## src/rtl/sar_adc_ctrl.sv

```systemverilog
// Successive-approximation ADC controller for the PmodADC serial-in/latched shift-register DAC.
// Latency: 1 + SAMPLE_CYCLES + N*(2*CLK_DIV*(SR_W+1) + SETTLE_CYCLES + 1) cycles from accepted start to valid_o.
// Backpressure: none; start_i is only accepted in IDLE and is otherwise dropped, never queued.
//
// Ports:
//   clk_i, reset_i   clock, synchronous active-high reset
//   start_i          conversion request (IDLE only)
//   comp_i           comparator, 1 = DAC trial voltage <= input
//   sh_o             sample/hold (1 = track)
//   ser_o/sclk_o/lclk_o  serial data, shift clock, latch clock to the DAC shift register
//   busy_o, valid_o, data_o  handshake and result (data_o held until next valid_o)
//
// Optional macro SAR_COMP_SYNC_EN: routes comp_i through a 2-flop synchroniser and
// lengthens SETTLE by 2 cycles to cover the synchroniser delay (latency + 2*N).
module sar_adc_ctrl #(
   parameter int N             = 14,
   parameter int SR_W          = 16,
   parameter int CLK_DIV       = 2,
   parameter int SETTLE_CYCLES = 4,
   parameter int SAMPLE_CYCLES = 8
) (
   input  logic         clk_i,
   input  logic         reset_i,
   input  logic         start_i,
   input  logic         comp_i,
   output logic         sh_o,
   output logic         ser_o,
   output logic         sclk_o,
   output logic         lclk_o,
   output logic         busy_o,
   output logic         valid_o,
   output logic [N-1:0] data_o
);

`ifdef SAR_COMP_SYNC_EN
   localparam int SYNC_EXTRA = 2;
`else
   localparam int SYNC_EXTRA = 0;
`endif
   localparam int SETTLE_EFF = SETTLE_CYCLES + SYNC_EXTRA;
   localparam int MAX_AB     = (SR_W > SAMPLE_CYCLES) ? SR_W : SAMPLE_CYCLES;
   localparam int MAX_CD     = (SETTLE_EFF > CLK_DIV) ? SETTLE_EFF : CLK_DIV;
   localparam int MAX_CNT    = (MAX_AB > MAX_CD) ? MAX_AB : MAX_CD;
   localparam int CW         = $clog2(MAX_CNT + 1);
   localparam int KW         = (N > 1) ? $clog2(N) : 1;

   localparam logic [CW-1:0] SAMPLE_LAST = CW'(SAMPLE_CYCLES - 1);
   localparam logic [CW-1:0] SHIFT_LAST  = CW'(SR_W - 1);
   localparam logic [CW-1:0] SETTLE_LAST = CW'(SETTLE_EFF - 1);
   localparam logic [CW-1:0] DIV_LAST    = CW'(CLK_DIV - 1);
   localparam logic [KW-1:0] K_MSB       = KW'(N - 1);

   typedef enum logic [2:0] {
      S_IDLE, S_SAMPLE, S_SHIFT, S_LATCH, S_SETTLE, S_DECIDE, S_DONE
   } state_t;

   state_t          state_q, state_d;
   logic [CW-1:0]   cnt_q, cnt_d;     // sample/settle cycles, or bit index while shifting
   logic [CW-1:0]   div_q, div_d;     // cycles within one SClk/LClk half-period
   logic            half_q, half_d;   // 0 = first half-period, 1 = second
   logic [KW-1:0]   k_q, k_d;         // bit currently being resolved
   logic [N-1:0]    res_q, res_d;
   logic [SR_W-1:0] sreg_q, sreg_d;   // trial word being shifted out, MSB at top
   logic [N-1:0]    data_q, data_d;

   logic            comp_s;
   logic [N-1:0]    res_dec;
   logic [KW-1:0]   k_nxt;
   logic            half_end;

`ifdef SAR_COMP_SYNC_EN
   logic comp_meta_q, comp_sync_q;
   always_ff @(posedge clk_i) begin
      if (reset_i) begin
         comp_meta_q <= 1'b0;
         comp_sync_q <= 1'b0;
      end else begin
         comp_meta_q <= comp_i;
         comp_sync_q <= comp_meta_q;
      end
   end
   assign comp_s = comp_sync_q;
`else
   assign comp_s = comp_i;
`endif

   // Trial word is left-aligned in the external register.
   function automatic logic [SR_W-1:0] align(input logic [N-1:0] t);
      return SR_W'(t) << (SR_W - N);
   endfunction

   // State and datapath registers
   always_ff @(posedge clk_i) begin
      if (reset_i) begin
         state_q <= S_IDLE;
         cnt_q   <= '0;
         div_q   <= '0;
         half_q  <= 1'b0;
         k_q     <= '0;
         res_q   <= '0;
         sreg_q  <= '0;
         data_q  <= '0;
      end else begin
         state_q <= state_d;
         cnt_q   <= cnt_d;
         div_q   <= div_d;
         half_q  <= half_d;
         k_q     <= k_d;
         res_q   <= res_d;
         sreg_q  <= sreg_d;
         data_q  <= data_d;
      end
   end

   // Next-state and datapath update
   always_comb begin
      state_d  = state_q;
      cnt_d    = cnt_q;
      div_d    = div_q;
      half_d   = half_q;
      k_d      = k_q;
      res_d    = res_q;
      sreg_d   = sreg_q;
      data_d   = data_q;
      res_dec  = res_q;
      res_dec[k_q] = comp_s;
      k_nxt    = k_q - 1'b1;
      half_end = (div_q == DIV_LAST);

      case (state_q)
         S_IDLE: begin
            if (start_i) begin
               state_d = S_SAMPLE;
               cnt_d   = '0;
               k_d     = K_MSB;
               res_d   = '0;
            end
         end
         S_SAMPLE: begin
            if (cnt_q == SAMPLE_LAST) begin
               state_d = S_SHIFT;
               cnt_d   = '0;
               div_d   = '0;
               half_d  = 1'b0;
               sreg_d  = align(N'(1) << k_q);
            end else begin
               cnt_d = cnt_q + 1'b1;
            end
         end
         S_SHIFT: begin
            if (half_end) begin
               div_d  = '0;
               half_d = ~half_q;
               // End of the high half: next bit is presented while sclk is low.
               if (half_q) begin
                  sreg_d = sreg_q << 1;
                  if (cnt_q == SHIFT_LAST) begin
                     state_d = S_LATCH;
                     cnt_d   = '0;
                  end else begin
                     cnt_d = cnt_q + 1'b1;
                  end
               end
            end else begin
               div_d = div_q + 1'b1;
            end
         end
         S_LATCH: begin
            if (half_end) begin
               div_d  = '0;
               half_d = ~half_q;
               if (half_q) begin
                  state_d = (SETTLE_EFF == 0) ? S_DECIDE : S_SETTLE;
                  cnt_d   = '0;
               end
            end else begin
               div_d = div_q + 1'b1;
            end
         end
         S_SETTLE: begin
            if (cnt_q == SETTLE_LAST) state_d = S_DECIDE;
            else                      cnt_d   = cnt_q + 1'b1;
         end
         S_DECIDE: begin
            res_d = res_dec;
            if (k_q == '0) begin
               data_d  = res_dec;
               state_d = S_DONE;
            end else begin
               k_d     = k_nxt;
               state_d = S_SHIFT;
               cnt_d   = '0;
               div_d   = '0;
               half_d  = 1'b0;
               sreg_d  = align(res_dec | (N'(1) << k_nxt));
            end
         end
         S_DONE:  state_d = S_IDLE;
         default: state_d = S_IDLE;
      endcase
   end

   // Outputs decoded from state and registers
   always_comb begin
      sh_o    = (state_q == S_IDLE) || (state_q == S_SAMPLE) || (state_q == S_DONE);
      ser_o   = (state_q == S_SHIFT) && sreg_q[SR_W-1];
      sclk_o  = (state_q == S_SHIFT) && half_q;
      lclk_o  = (state_q == S_LATCH) && !half_q;
      busy_o  = (state_q != S_IDLE);
      valid_o = (state_q == S_DONE);
   end

   assign data_o = data_q;

endmodule

```

## config.mk

```make
export PLATFORM = sky130hd
export DESIGN_NAME = sar_adc_ctrl
export DESIGN_NICKNAME = d
export VERILOG_FILES = /design/src/rtl/sar_adc_ctrl.sv
export SDC_FILE = /design/constraint.sdc
export NUM_CORES = 1
export LEC_CHECK = 0
export BUFFER_PORTS_ARGS = -buffer_cell sky130_fd_sc_hd__clkbuf_2
export CORE_UTILIZATION = 30
export CTS_CLUSTER_SIZE = 10
export DETAILED_ROUTE_END_ITERATION = 16
export SLEW_MARGIN = 25
export SYNTH_ARGS = -nofsm -noshare
export SYNTH_HDL_FRONTEND = slang
export SYNTH_SLANG_ARGS = --single-unit
export TNS_END_PERCENT = 10
```

## constraint.sdc

```tcl
create_clock -name clk_i -period 2.65 [get_ports clk_i]
set_input_delay 0.6625 -clock clk_i [delete_from_list [all_inputs] [get_ports clk_i]]
set_output_delay 0.6625 -clock clk_i [all_outputs]
set_load 0.01 [all_outputs]
```

=== Word-level counts from Yosys, hierarchy flattened ===
Index checks and enable logic that the tools add are counted.

* Memory bits (read-only): 0
* RAM bits: 0
* Bits in latches: 0
* Word-level logic and storage cells: 101
* Memories: 0
* Bits of input ports: 4
* Output and inout bits: 20
* Flip-flop bits (word level): 62

* Shift operators: 2
* Divide/modulo/power cells: 0
* Reductions and logical operators: 23
* Add/sub/neg operators: 3
* Equality and inequality tests: 21
* $mul: 0
* Multiplexer cells: 40
* Bitwise gates (word level): 2
* $lt $le $gt $ge: 2

{| class="wikitable"
|+ Operators by type and width
! cell !! number
|-
| two-way mux 16 bit || 4
|-
| two-way mux 5 bit || 11
|-
| one-hot mux 16 bit (3 select lines) || 1
|-
| one-hot mux 5 bit (6 select lines) || 1
|-
| one-hot mux 14 bit (2 select lines) || 1
|-
| << shifter 1 x 4 -> 14 bit, first input constant || 2
|-
| two-way mux 3 bit || 9
|-
| != test 2 bit, second input constant || 10
|-
| one-hot mux 3 bit (6 select lines) || 1
|-
| AND reduction 8 bit || 2
|-
| one-hot mux 5 bit (3 select lines) || 1
|-
| bitwise mux 14 bit || 1
|-
| two-way mux 14 bit || 1
|-
| OR 14 bit || 1
|-
| adder 5 x 1 -> 5 bit, second input constant || 2
|-
| == test 3 bit, second input constant || 3
|-
| nonzero test 3 bit || 3
|-
| two-way mux 4 bit || 2
|-
| one-hot mux 4 bit (2 select lines) || 1
|-
| == test 3 x 2 -> 1 bit, second input constant || 2
|-
| AND reduction 3 bit || 2
|-
| nonzero test 6 bit || 1
|-
| == test 5 x 1 -> 1 bit, second input constant || 1
|-
| == test 5 x 2 -> 1 bit, second input constant || 1
|-
| 21 further kinds || 29
|}

=== Longest topological paths before layout ===
* Depth in word-level cells: 8
* Mapped depth: 9
* Depth with buffers taken out: 9

=== Least setup slack after synthesis ===
No wires, ideal clock.

* Path kind: flip-flop to flip-flop
* Start: register cnt_q[0]
* End: register cnt_q[2]
* Slack: 0.530 ns
* Data required time: 2.575 ns
* Stages on the path, launching flop included: 10
* Path buffers: 0
* Library setup time: 0.075 ns
* Arrival: 2.045 ns
* Period minus slack after synthesis: 2.120 ns
* Cells stage by stage: dfxtp_1 ha_1 nand3_1 inv_1 ha_1 or3b_1 a21oi_1 a21oi_1 or4b_1 o22ai_1

* Word-level cells in the longest chain between the ends: 5
* Elaborated cells on any way between the ends: 12
* Those cells by class: add/sub: 1; eq/ne: 4; mux: 6; reduce/logical: 1

{| class="wikitable"
|+ Ends and longest elaborated chain
! item !! line !! source
|-
| from (decl) || 58 || <nowiki>logic [CW-1:0] cnt_q, cnt_d;</nowiki>
|-
| from (signal assigned) || 105 || <nowiki>cnt_q <= cnt_d;</nowiki>
|-
| adder 5 x 1 -> 5 bit or == test 5 x 4 -> 1 bit (tied branches) || - ||
|-
| two-way mux 5 bit || 157 || <nowiki>if (cnt_q == SHIFT_LAST) begin</nowiki>
|-
| two-way mux 5 bit || 155 || <nowiki>if (half_q) begin</nowiki>
|-
| two-way mux 5 bit || 151 || <nowiki>if (half_end) begin</nowiki>
|-
| one-hot mux 5 bit (6 select lines) || 130 || <nowiki>case (state_q)</nowiki>
|}

Parallel ways exist; a longest one is shown, timed or not. The select of a mux whose other input is x is not followed.
A chain may end at the register's enable or synchronous reset.

=== Worst setup path in the final report ===
Same ends and word-level chain as after synthesis.

==> implementation parameters <==
Parameter                              Value

Yosys
  #FFs+latches synth ... 60
  Number of synthesized flops with an enable pin ... 0
  Dominant register cell in the synthesized netlist ... sky130_fd_sc_hd__dfxtp_1
  Async S/R FF share, synth ... 0%
  Area share of the largest cell type after synthesis ... 34.53%
  Cell type contributing the most total cell area after synthesis ... sky130_fd_sc_hd__dfxtp_1
  Proportion of synthesized chip area in sequential cells ... 34.53%
  Cell area after technology mapping ... 3478 um^2
  Mean Syn Cell Area ... 7.852 um^2
  Leading post-synthesis cells by cell area ... sky130_fd_sc_hd__dfxtp_1 35%, sky130_fd_sc_hd__nor2_1 6.9%, sky130_fd_sc_hd__ha_1 5.8%, sky130_fd_sc_hd__a21oi_1 5.3%, sky130_fd_sc_hd__nand2_1 4.0%
  Number of nets in the synthesized netlist ... 463
  Count of cell types in the netlist ... 57
  Gate count after technology mapping ... 443
  Count of synthesis-stage warnings from yosys ... 0

Global routing
  Gr ovfl total ... 0
  Pin count of the biggest net entering global routing ... 35
  Global-route wire length before repair ... 15,620 um
  GRT Resource Usage Total ... 16.84%
  Initial antenna violation count ... 0
  Via count of the first global-routing pass ... 3,166

Hold path
  Worst min-delay path category ... flop to flop

Clocking
  Clock root buffer ... sky130_fd_sc_hd__clkbuf_16
  Level count of the clock H-tree ... 3
  Worst-skew pair later-pin latency ... 0.33 ns
  Post-cts resize count ... 0
  CTS tree ... yes
  Number of CTS-inserted buffers ... 9
  Clock net sink count ... 60
  Clock edge transition at the registers on the reported setup and hold paths ... 0.05 ns
  Post-cts hold buffer count ... 0
  Buffers inserted by post-CTS timing repair ... 0
  Maximum number of buffers from clock root to sink ... 2

Timing
  Sum Neg Setup Slack ... 0 ns
  Max-slew violation count ... 0
  Unrepaired setup endpoints after global routing ... no
  Upper clock frequency limit ... 420.8 MHz
  Slew @ Worst Pin ... 0.7081 ns
  Final Hold Fails ... 0
  Slew Limit Headroom ... 52.69%
  Setup-violating endpoint count in the final report ... 0
  Final cycle utilization of the critical path ... about nine tenths
  Minimum clock period after layout ... 2.377 ns
  Layout Skew ... 0.005671 ns

Routing
  Wire length per cell ... 15.61 um
  Number of design-rule violations left by the first detailed-router iteration ... ~240
  Remaining routing DRC violations ... 0
  Routed vias ... 3,312
  Antenna Violating Nets Remaining ... 0
  Wire length after detailed routing ... 9460 um
  First-pass iteration count of the detailed router ... 5
  Via density ... 5.465

Finish
  Multi-input gate area ... 2121 um^2
  Antenna cells ... 0
  Most frequent cells in the layout ... 64 x sky130_fd_sc_hd__nor2_1, 60 x sky130_fd_sc_hd__dfxtp_1, 37 x sky130_fd_sc_hd__nand2_1
  Seq. cell area ... 1201 um^2
  Number of nets in the layout ... about 480
  Most common cell after layout, fill and taps aside ... sky130_fd_sc_hd__nor2_1
  Synth-to-Final Area Change ... 18.13%
  Fill cells ... 1,115
  Fraction of final layout cells with drive strength greater than 1 ... approximately 15%
  Post-Layout Inst Area ... 4109 um^2

Power
  Largest voltage drop on the vdd net ... 0.3348 mV
  Reported leakage power ... 1.512 nW
  Pwr dens ... 886.3 nW/um^2

Floorplan
  Effective utilization at floorplan ... 31.40%
  # IOs ... 24
  Core Region ... 11,080 um^2
  Chip Height ... 109.7 um
  Die area ... 12,030 um^2
  Horizontal extent of the die ... 109.7 um
  Cell Rows ... 38

Worst setup path
  CP max stage delay ... 0.52 ns
  Req. time, crit path ... 2.89 ns
  Startpoint Class ... flop
  Slowest cell on the critical path ... sky130_fd_sc_hd__or4b_1
  CP Cell Sequence ... ha_1 -> nand3_1 -> inv_1 -> ha_1 -> or3b_1 -> a21oi_1 -> a21oi_1 -> or4b_1 -> o22ai_1
  Kind of end point of the critical path ... flop
  Worst Path Class, Setup ... flop to flop
  WP data arrival ... 2.62 ns
  Max Fanout on Critical Path ... 5

Place
  Count of buffers from port buffering ... 23
  Post-detailed-placement cell area ... approximately 3800 um^2
  DP Wirelength ... 6545 um
  Global placement routability congestion ... 0.8673

Flow run
  Maximum capacitance violations ... 0

Run status
  Result of the run ... complete, no violations
==> critical path, delay by kind of cell (launching register included) <==
family	cells	cell delay [ns]
simple gates	3	1.02
compound gates	3	0.45
fa+ha+maj	2	0.42
flops	1	0.33
buf+inv	1	0.06
==> area by class of cell <==
class,count,area share [%]
clock buffers,12,6.486
clock inverters,3,1.096
inverters,10,0.9135
multi-input cells,340,51.61
flip-flops and latches,60,29.23
well taps,140,4.263
repair buffers,41,6.395
==> synth_stat cells, types with 8 or more instances <==
library cell	number
sky130_fd_sc_hd__a311oi_1	10
sky130_fd_sc_hd__a21oi_1	37
sky130_fd_sc_hd__o21ai_0	21
sky130_fd_sc_hd__nor3_1	9
sky130_fd_sc_hd__nor2_1	64
sky130_fd_sc_hd__dfxtp_1	60
sky130_fd_sc_hd__inv_1	10
sky130_fd_sc_hd__nand3_1	18
sky130_fd_sc_hd__a211oi_1	17
sky130_fd_sc_hd__nand2b_1	11
sky130_fd_sc_hd__clkbuf_1	28
sky130_fd_sc_hd__ha_1	16
sky130_fd_sc_hd__nand2_1	37
sky130_fd_sc_hd__a31oi_1	8
==> kinds of logic (layout without fill, tap and decap cells) <==
family | after synthesis | count (layout) | share of synthesized area, %
buffers and inverters | 43 | 66 | 4.820
AOI/OAI and AO/OA | 131 | 131 | 25.07
DFF | 60 | 60 | 34.53
and+or+nand+nor | 182 | 182 | 26.51
adders and majority gates | 16 | 16 | 5.755
muxes | 11 | 11 | 3.309
==> where the power goes <==
part | leakage (nW) | switching, mW | internal (mW)
Clock | 0.147 | 0.426 | 0.799
Combinational | 0.879 | 0.824 | 0.497
Sequential | 0.485 | 0.0989 | 0.997
Total | 1.51 | 1.35 | 2.29
==> worst paths after layout <==
kind | start | endpoint | slack [ns] | cells past startpoint
max | cnt_q[0] | cnt_q[2] | 0.27 | 9
min | cnt_q[1] | cnt_q[1] | 0.48 | 2
max reg2reg | cnt_q[0] | cnt_q[2] | 0.27 | 9
min reg2reg | cnt_q[1] | cnt_q[1] | 0.48 | 2
==> per-layer routing <==
layer | routed length, um | up-vias | track usage [%]
met3 | 346 | 9 | 3.497
met4 | 146 | 0 | 6.095
met5 | 0 | - | 0
met2 | 4471 | 67 | 27.27
li1 | - | 1651 | -
met1 | 4495 | 1585 | 22.05
==> state kept, by name (all words and copies together) (netlist names) <==
register,count
cnt_q,5
data_o,14
div_q,5
half_q,1
k_q,4
res_q,14
sreg_q,14
state_q,3
==> per-stage QoR <==
step	cells	power, mW	hold WS (ns)	setup slack [ns]	utilization (%)
5_1_grt	606	3.867	0.5106	0.02402	37.09
4_1_cts	606	3.640	0.4789	0.2663	37.09
2_1_floorplan	443	2.040	0.4489	0.5303	-
3_3_place_gp	591	2.399	0.4595	0.1739	34.21
3_5_place_dp	591	2.419	0.4720	0.3162	34.28
6_report	606	3.642	0.4764	0.2735	37.09
Power figures use the tool's default switching activity.
